<file path="src/rtl/memory_stage.sv">
// Memory stage of the 64-bit in-order pipeline: passes ALU results through,
// runs one data-bus transaction per load/store and aligns/extends load data.
module memory_stage #(
    parameter int XLEN      = 64,
    parameter int NREG_BITS = 5
) (
    input  logic                 clk,
    input  logic                 reset,
    input  logic                 in_valid,
    output logic                 in_ready,
    input  logic [NREG_BITS-1:0] in_wa,
    input  logic                 in_regwen,
    input  logic [XLEN-1:0]      in_result,
    input  logic                 in_memread,
    input  logic                 in_memwrite,
    input  logic [1:0]           in_msize,
    input  logic                 in_munsigned,
    input  logic [XLEN-1:0]      in_wdata,
    output logic                 dreq_valid,
    output logic [XLEN-1:0]      dreq_addr,
    output logic [2:0]           dreq_size,
    output logic [7:0]           dreq_strobe,
    output logic [XLEN-1:0]      dreq_data,
    input  logic                 dresp_data_ok,
    input  logic [XLEN-1:0]      dresp_data,
    output logic                 out_valid,
    output logic [NREG_BITS-1:0] out_wa,
    output logic [XLEN-1:0]      out_wd,
    output logic                 out_regwen,
    output logic                 out_misalign
);

    // state  | meaning
    // S_IDLE | ready for a new instruction
    // S_BUSY | bus request outstanding, waiting for dresp_data_ok
    typedef enum logic {S_IDLE, S_BUSY} state_t;

    state_t                r_state;
    state_t                w_state_nxt;

    logic [XLEN-1:0]       r_addr;
    logic [1:0]            r_size;
    logic                  r_unsigned;
    logic [NREG_BITS-1:0]  r_wa;
    logic                  r_regwen;
    logic                  r_write;
    logic [XLEN-1:0]       r_wdata;

    logic                  r_out_valid;
    logic [NREG_BITS-1:0]  r_out_wa;
    logic [XLEN-1:0]       r_out_wd;
    logic                  r_out_regwen;
    logic                  r_out_misalign;

    logic                  w_accept;
    logic                  w_memop;
    logic [2:0]            w_size_mask;
    logic                  w_misalign;
    logic [5:0]            w_shamt;
    logic [7:0]            w_strobe_base;
    logic [XLEN-1:0]       w_ld_shift;
    logic [XLEN-1:0]       w_ld_ext;

    assign in_ready = (r_state == S_IDLE);
    assign w_accept = in_valid && in_ready;
    assign w_memop  = in_memread || in_memwrite;

    always_comb begin
        w_size_mask = 3'b000;
        case (in_msize)
            2'd0:    w_size_mask = 3'b000;
            2'd1:    w_size_mask = 3'b001;
            2'd2:    w_size_mask = 3'b011;
            default: w_size_mask = 3'b111;
        endcase
    end

    assign w_misalign = |(in_result[2:0] & w_size_mask);

    // Only the low three address bits select the byte lane.
    assign w_shamt = {r_addr[2:0], 3'b000};

    always_comb begin
        w_strobe_base = 8'h00;
        case (r_size)
            2'd0:    w_strobe_base = 8'h01;
            2'd1:    w_strobe_base = 8'h03;
            2'd2:    w_strobe_base = 8'h0F;
            default: w_strobe_base = 8'hFF;
        endcase
    end

    assign dreq_valid  = (r_state == S_BUSY);
    assign dreq_addr   = r_addr;
    assign dreq_size   = {1'b0, r_size};
    assign dreq_strobe = (dreq_valid && r_write) ? (w_strobe_base << r_addr[2:0]) : 8'h00;
    assign dreq_data   = r_wdata << w_shamt;

    always_comb begin
        w_ld_shift = dresp_data >> w_shamt;
        w_ld_ext   = w_ld_shift;
        case (r_size)
            2'd0: w_ld_ext = r_unsigned ? {{(XLEN-8){1'b0}}, w_ld_shift[7:0]}
                                        : {{(XLEN-8){w_ld_shift[7]}}, w_ld_shift[7:0]};
            2'd1: w_ld_ext = r_unsigned ? {{(XLEN-16){1'b0}}, w_ld_shift[15:0]}
                                        : {{(XLEN-16){w_ld_shift[15]}}, w_ld_shift[15:0]};
            2'd2: w_ld_ext = r_unsigned ? {{(XLEN-32){1'b0}}, w_ld_shift[31:0]}
                                        : {{(XLEN-32){w_ld_shift[31]}}, w_ld_shift[31:0]};
            default: w_ld_ext = w_ld_shift;
        endcase
    end

    always_comb begin
        w_state_nxt = r_state;
        case (r_state)
            S_IDLE: if (w_accept && w_memop && !w_misalign) w_state_nxt = S_BUSY;
            S_BUSY: if (dresp_data_ok) w_state_nxt = S_IDLE;
            default: w_state_nxt = S_IDLE;
        endcase
    end

    always_ff @(posedge clk) begin
        if (!reset) r_state <= S_IDLE;
        else        r_state <= w_state_nxt;
    end

    always_ff @(posedge clk) begin
        if (!reset) begin
            r_addr         <= '0;
            r_size         <= '0;
            r_unsigned     <= 1'b0;
            r_wa           <= '0;
            r_regwen       <= 1'b0;
            r_write        <= 1'b0;
            r_wdata        <= '0;
            r_out_valid    <= 1'b0;
            r_out_wa       <= '0;
            r_out_wd       <= '0;
            r_out_regwen   <= 1'b0;
            r_out_misalign <= 1'b0;
        end else begin
            r_out_valid    <= 1'b0;
            r_out_regwen   <= 1'b0;
            r_out_misalign <= 1'b0;
            if (r_state == S_IDLE) begin
                if (w_accept) begin
                    if (!w_memop) begin
                        r_out_valid  <= 1'b1;
                        r_out_wa     <= in_wa;
                        r_out_wd     <= in_result;
                        r_out_regwen <= in_regwen;
                    end else if (w_misalign) begin
                        r_out_valid    <= 1'b1;
                        r_out_wa       <= in_wa;
                        r_out_wd       <= in_result;
                        r_out_misalign <= 1'b1;
                    end else begin
                        r_addr     <= in_result;
                        r_size     <= in_msize;
                        r_unsigned <= in_munsigned;
                        r_wa       <= in_wa;
                        r_regwen   <= in_regwen;
                        r_write    <= in_memwrite;
                        r_wdata    <= in_wdata;
                    end
                end
            end else if (dresp_data_ok) begin
                // Stores report their address and never write the register file.
                r_out_valid  <= 1'b1;
                r_out_wa     <= r_wa;
                r_out_wd     <= r_write ? r_addr : w_ld_ext;
                r_out_regwen <= r_regwen && !r_write;
            end
        end
    end

    assign out_valid    = r_out_valid;
    assign out_wa       = r_out_wa;
    assign out_wd       = r_out_wd;
    assign out_regwen   = r_out_regwen;
    assign out_misalign = r_out_misalign;

endmodule

</file>
<file path="config.mk">
export PLATFORM = sky130hd
export DESIGN_NAME = memory_stage
export DESIGN_NICKNAME = d
export VERILOG_FILES = /design/src/rtl/memory_stage.sv
export SDC_FILE = /design/constraint.sdc
export NUM_CORES = 1
export LEC_CHECK = 0
export BUFFER_PORTS_ARGS = -buffer_cell sky130_fd_sc_hd__buf_2
export CAP_MARGIN = 40
export CORE_AREA = 2 2 164 166
export DETAILED_ROUTE_END_ITERATION = 6
export DIE_AREA = 0 0 166 168
export PLACE_DENSITY = 0.77
export SETUP_SLACK_MARGIN = 0.15
export SYNTH_ARGS = -nofsm -noshare
export SYNTH_HDL_FRONTEND = slang
export SYNTH_SLANG_ARGS = --single-unit
</file>
<file path="constraint.sdc">
create_clock -name clk -period 2.5 [get_ports clk]
set_input_delay 0.125 -clock clk [delete_from_list [all_inputs] [get_ports clk]]
set_output_delay 0.125 -clock clk [all_outputs]
set_load 0.005 [all_outputs]
</file>
==> results.yml, run 1 <==
logic_synthesis:
  synth_area_um2: 12600
  ys_async_sr_fraction_pct: 0
  ys.flop_type: "dfxtp_1"
  synth_edf_count: 0
  syn_area_per_cell_um2: 7.56
  syn_nets: 1880
  yosysWarnings: 0
  ys_top_cells_by_area: "dfxtp_1, mux2i_1, nand2_1"
  synthDominantCellAreaShare_pct: 33.4
  synthCells: 1673
  yosysSeqAreaShare_pct: 33.4
  synth_top_cell_by_area: "dfxtp_1"
  netlist-cell-type-count: 61
  yosysMostFrequentCell: "nand2_1"
  synth_top_cells_by_count: "nand2_1, dfxtp_1, a21oi_1"
  ys_ff_latch: 211
run:
  max-cap-violations: 0
die:
  die_y_um: 168
  fp.dieW_um: 166
  dieArea_um2: 27900
  initial_core_util_pct: 48.0
  ios: 420
  core_um2: 26400
  num_rows: 60
critical_path:
  rr_startpoint: "dreq_addr[0]"
  max_stage_delay_ps: 610
  critical_path.max_fanout: 13
  crit_slowest_cell: "a2111oi_1"
  worstPathCellList: "or2_1 > a21oi_1 > a2111oi_1 > buf_2"
  critPathLaunch: "dreq_addr[0]"
  critical_path_buf_inv_count: 1
  worstSetupPathType: "flop to output port"
  end_kind: "output port"
  crit_family: "compound AO/OA/AOI/OAI gates"
  r2r_slack_ps: 220
  start_kind: "flop"
  cp.required_ps: 2380
  crit_arrival_ps: 2260
sta:
  finalCriticalPeriod_ps: 2390
  post-route-period-util_pct: 95.5
  rsz0062_at_grt: "true"
  max_freq_mhz: 419
  drv_slew: 0
  setup_viol: 0
  max-slew-margin-rel_pct: 50.4
  timing.setup.tns_ps: 0
  tightest_slew_ps: 726
  skew_ps: 29.3
  setup_slack_ps: 113
  timing.final.hold_violations: 0
grt:
  grt_max_degree: 97
  grt_pass1_vias: 15000
  antenna_found_initial: 4
  grt-ovfl-total: 0
  grt_pass1_wl_mm: 85.9
  grt_usage_pct: 38.6
routing:
  routed_wl_mm: 57.5
  route.detailed.drc: 0
  firstDrtPassIters: 5
  ant_nets: 0
  via_per_inst: 6.13
  drtIter0Drc: 2050
  num_vias: 15500
  wire_per_inst_um: 22.7
hold_path:
  worstHoldStart: "dresp_data[56]"
  holdCritPathClass: "input pin to flop"
placed_design:
  port_buffers: 418
  dp_hpwl_mm: 40.2
  dpl_worst_slack_ps: 427
  gp_congestion: 1.02
final_layout:
  regArea_um2: 4240
  layout.nets: 2375
  drive_gt1_share_pct: 27.4
  fillers: 2217
  area_growth_syn_to_layout_pct: 38.8
  multi_input_area_um2: 7770
power_and_ir_drop:
  power.leakage_nw: 7.39
  comb_power_share_pct: 22.1
  seqPwrFrac_pct: 38.8
  pwr-share-clk_pct: 39.1
  p_int_mw: 6.75
  ir_drop_v: 0.000431
  power_density_nw_per_um2: 551
  power.switching_mw: 2.93
  swShare_pct: 30.3
clock_network:
  cts_root_buffer: "clkbuf_16"
  clock_sinks: 211
  clock_path_buffers: 3
  htree_levels: 1
  insertion_delay_ps: 550
  cts_made_buffers: 24
  clk_pin_slew_worst_paths_ps: 60
  cts_tree: "done"
outcome:
  status: "finished, final reports clean"
## registers in the layout, indices dropped and copies added (netlist names)
signal / flops
r_wa: 5
dreq_addr: 64
r_regwen: 1
out_regwen: 1
r_size: 2
out_misalign: 1
r_write: 1
out_wa: 5
dreq_valid: 1
out_valid: 1
r_unsigned: 1
out_wd: 64
r_wdata: 64
## layout make-up
cell class | instances | area share [%]
multi-input cells | 1295 | 44.2
well taps | 341 | 2.43
diodes | 6 | 0.0855
inverters | 7 | 0.185
flip-flops and latches | 211 | 24.1
repair buffers | 629 | 24.1
clock buffers | 36 | 3.97
clock inverters | 8 | 0.827
## cell usage in the layout (no fill, tap or decap), drive strengths merged, types with 7 or more instances in the layout
cell type and n:
o221a 7, nand2b 11, dlygate4sd3 143, clkbuf 38, nor3 19, a31oi 7, dfxtp 211, and3 14
o221ai 9, a22o 16, o22ai 20, o211a 33, o2bb2ai 8, nand2 347, nand3b 11, nor2b 16
mux2 22, and2 28, o21ai 173, nor2 66, or3 33, a22oi 12, a211oi 30, buf 484
a21oi 206, mux2i 131, nand3 22
## worst register-to-register path: cells and delay by family (launching register included)
family | cells | cell delay, ps
compound gates | 2 | 790
flops | 1 | 520
simple gates | 3 | 490
buf+inv | 2 | 420
## worst paths after layout
kind / endpoint / cells after the start
worst max-delay path: dreq_strobe[6] / 4
worst min-delay path: out_wd[56] / 3
worst max register to register: out_wd[19] / 7
worst min register to register: r_wa[1] / 2
## power groups by stage
| stage | logic [mW] | clock network, mW | registers, mW |
|---|---|---|---|
| after floorplan | 1.03 | 0 | 3.76 |
| after global placement | 1.84 | 0 | 3.82 |
| after detailed placement | 1.86 | 0 | 3.82 |
| after CTS | 2.06 | 3.80 | 3.74 |
| after global routing | 2.28 | 3.94 | 3.76 |
| final | 2.14 | 3.78 | 3.75 |
## cell families (layout without fill, tap and decap cells)
family	count (synthesis)	in the layout	synth area share [%]
AND/OR/NAND/NOR	589	589	21.0
multiplexers	156	156	12.9
flip-flops	211	211	33.4
AO/OA/AOI/OAI	549	549	26.8
other	1	7	0.0297
buffers and inverters	167	680	5.94
## metal layers
layer	vias to the layer above	GRT usage, %	wire length [um]
li1	6953	-	-
met5	-	0	0
met3	185	6.98	5210
met2	1059	66.4	27500
met4	0	21.1	3340
met1	7319	45.9	21400
## through the flow
stage | cells | area, um^2 | utilization [%] | hold WS, ps | power [mW]
detailed placement | 2334 | 15100 | 57.2 | 372 | 5.68
global route | 2531 | 17600 | 66.6 | 37.4 | 9.98
CTS | 2522 | 17400 | 66.1 | 34.3 | 9.60
floorplan | 1673 | 12600 | - | 261 | 4.80
global placement | 2334 | 15100 | 57.2 | 367 | 5.66
finish | 2533 | 17600 | 66.6 | 40.3 | 9.68
## what timing repair did
item,4_1_cts,5_1_grt
gates cloned,0,1
pin swaps,0,2
buffers inserted,1,4
endpoints found under the hold margin,183,0
hold buffers,143,0
resized for setup,20,19
endpoints found under the setup margin,39,35
(Power assumes the default switching activity.)
==> inputs of run 2 (changes only) <==
--- a/config.mk
+++ b/config.mk
@@ -7,10 +7,13 @@
 export LEC_CHECK = 0
 export BUFFER_PORTS_ARGS = -buffer_cell sky130_fd_sc_hd__buf_2
 export CAP_MARGIN = 40
-export CORE_AREA = 2 2 164 166
+export CORE_AREA = 2 2 163 165
+export CTS_BUF_LIST = sky130_fd_sc_hd__clkbuf_2 sky130_fd_sc_hd__clkbuf_4 sky130_fd_sc_hd__clkbuf_8
 export DETAILED_ROUTE_END_ITERATION = 6
-export DIE_AREA = 0 0 166 168
-export PLACE_DENSITY = 0.77
+export DIE_AREA = 0 0 165 167
+export GPL_TIMING_DRIVEN = 0
+export PLACE_DENSITY = 0.78
+export REMOVE_ABC_BUFFERS = 1
 export SETUP_SLACK_MARGIN = 0.15
 export SYNTH_ARGS = -nofsm -noshare
 export SYNTH_HDL_FRONTEND = slang
==> results.yml, run 2 (synthesis gave the netlist of run 1 again) <==
routing:
  wire_per_inst_um: 23.4
  routed_wl_mm: 59.4
  drtIter0Drc: 2292
  num_vias: 16200
  ant_nets: 0
  via_per_inst: 6.37
  route.detailed.drc: 0
  firstDrtPassIters: 7
die:
  core_um2: 25800
  dieArea_um2: 27600
  ios: 420
  fp.dieW_um: 165
  initial_core_util_pct: 49.1
  die_y_um: 167
  num_rows: 59
final_layout:
  drive_gt1_share_pct: 28.6
  area_growth_syn_to_layout_pct: 40.3
  layout.nets: 2377
  instances_no_fill: 2540
  final_common_cell: "buf_2"
  fillers: 1977
  stdcell_area_um2: 17700
  final_cell_mix: "buf_2, nand2_1, dfxtp_1"
critical_path:
  crit_arrival_ps: 2210
  critical_path.max_fanout: 16
  crit_slowest_cell: "a2111oi_0"
  crit_family: "compound AO/OA/AOI/OAI gates"
  worstPathCellList: "buf_8 > nand2_1 > a2111oi_0 > buf_2"
  cp.required_ps: 2380
  worstSetupPathType: "flop to output port"
  start_kind: "flop"
  end_kind: "output port"
  critical_path_buf_inv_count: 2
  max_stage_delay_ps: 520
power_and_ir_drop:
  power_density_nw_per_um2: 533
  ir_drop_v: 0.000420
  power.leakage_nw: 7.45
grt:
  grt_usage_pct: 40.0
  grt-ovfl-total: 0
  grt_pass1_vias: 15500
  grt_max_degree: 85
  antenna_found_initial: 9
  grt_pass1_wl_mm: 86.3
outcome:
  status: "finished, final reports clean"
clock_network:
  cts_root_buffer: "clkbuf_8"
  cts_made_buffers: 39
  cts_tree: "done"
  clk_pin_slew_worst_paths_ps: 60
  clock_sinks: 211
  insertion_delay_ps: 550
  clock_path_buffers: 3
  htree_levels: 2
placed_design:
  port_buffers: 418
  gp_congestion: 0.917
  dp_hpwl_mm: 35.8
  placed_area_um2: 15000
  place_inst: 2291
sta:
  setup_viol: 0
  drv_slew: 0
  skew_ps: 12.9
  max-slew-margin-rel_pct: 33.9
  timing.final.hold_violations: 0
  post-route-period-util_pct: 93.5
  rsz0062_at_grt: "true"
  tightest_slew_ps: 987
  timing.setup.tns_ps: 0
  max_freq_mhz: 428
  finalCriticalPeriod_ps: 2340
hold_path:
  holdCritPathClass: "input pin to flop"
run:
  max-cap-violations: 0
==> run 2: per-stage QoR <==
stage               utilization [%]  worst slack, ps  hold WS, ps  power (mW)
floorplan                         -            -3340          256        4.74
global route                   68.8              106         12.6        9.75
global placement               56.0            -6070          366        5.59
finish                         68.8              163         28.8        9.45
detailed placement             58.2             -995          368        5.65
CTS                            68.2              125         13.6        9.30
==> run 2: final timing paths <==
path,from,endpoint,slack (ps),cells after the start
max,r_write,dreq_strobe[2],160,4
min,dresp_data[63],out_wd[63],30,3
max reg2reg,dreq_addr[1],out_wd[54],200,7
min reg2reg,r_wdata[51],r_wdata[51],450,2
==> run 2: power by group <==
part | total [mW] | switching (mW) | internal (mW)
sequential | 3.74 | 0.177 | 3.57
clock | 3.45 | 1.53 | 1.92
combinational | 2.26 | 1.27 | 0.987
==> run 2: layout make-up <==
class                      count  area, um^2  share of cell area (%)
multi-input combinational   1297        7840                    44.2
timing repair buffer         614        4390                    24.7
sequential                   211        4250                    23.9
clock buffer                  63         761                    4.29
tap                          335         419                    2.36
inverter                       7        35.0                   0.198
clock inverter                 4        26.3                   0.148
antenna                        9        22.5                   0.127
==> run 2: timing repair <==
item	CTS	global route
pin swaps	2	4
setup buffers	17	6
gates cloned	4	3
gates resized for setup	32	7
endpoints found under the hold margin	193	0
endpoints found under the setup margin	161	71
hold buffers	143	0
==> run 2: routing by layer <==
layer,global-route usage [%],part of all wire (%)
met1,45.0,35
met2,64.7,46
met3,11.2,12
met4,28.5,7.6
met5,0,0.022
==> run 2: worst register-to-register path: stages (launching register included) <==
cell and delay [ps]:
dfxtp_4 460, buf_16 250, mux2i_2 430, a22oi_1 170, nand4_1 250, nand4b_4 190
buf_16 200, o211a_1 250
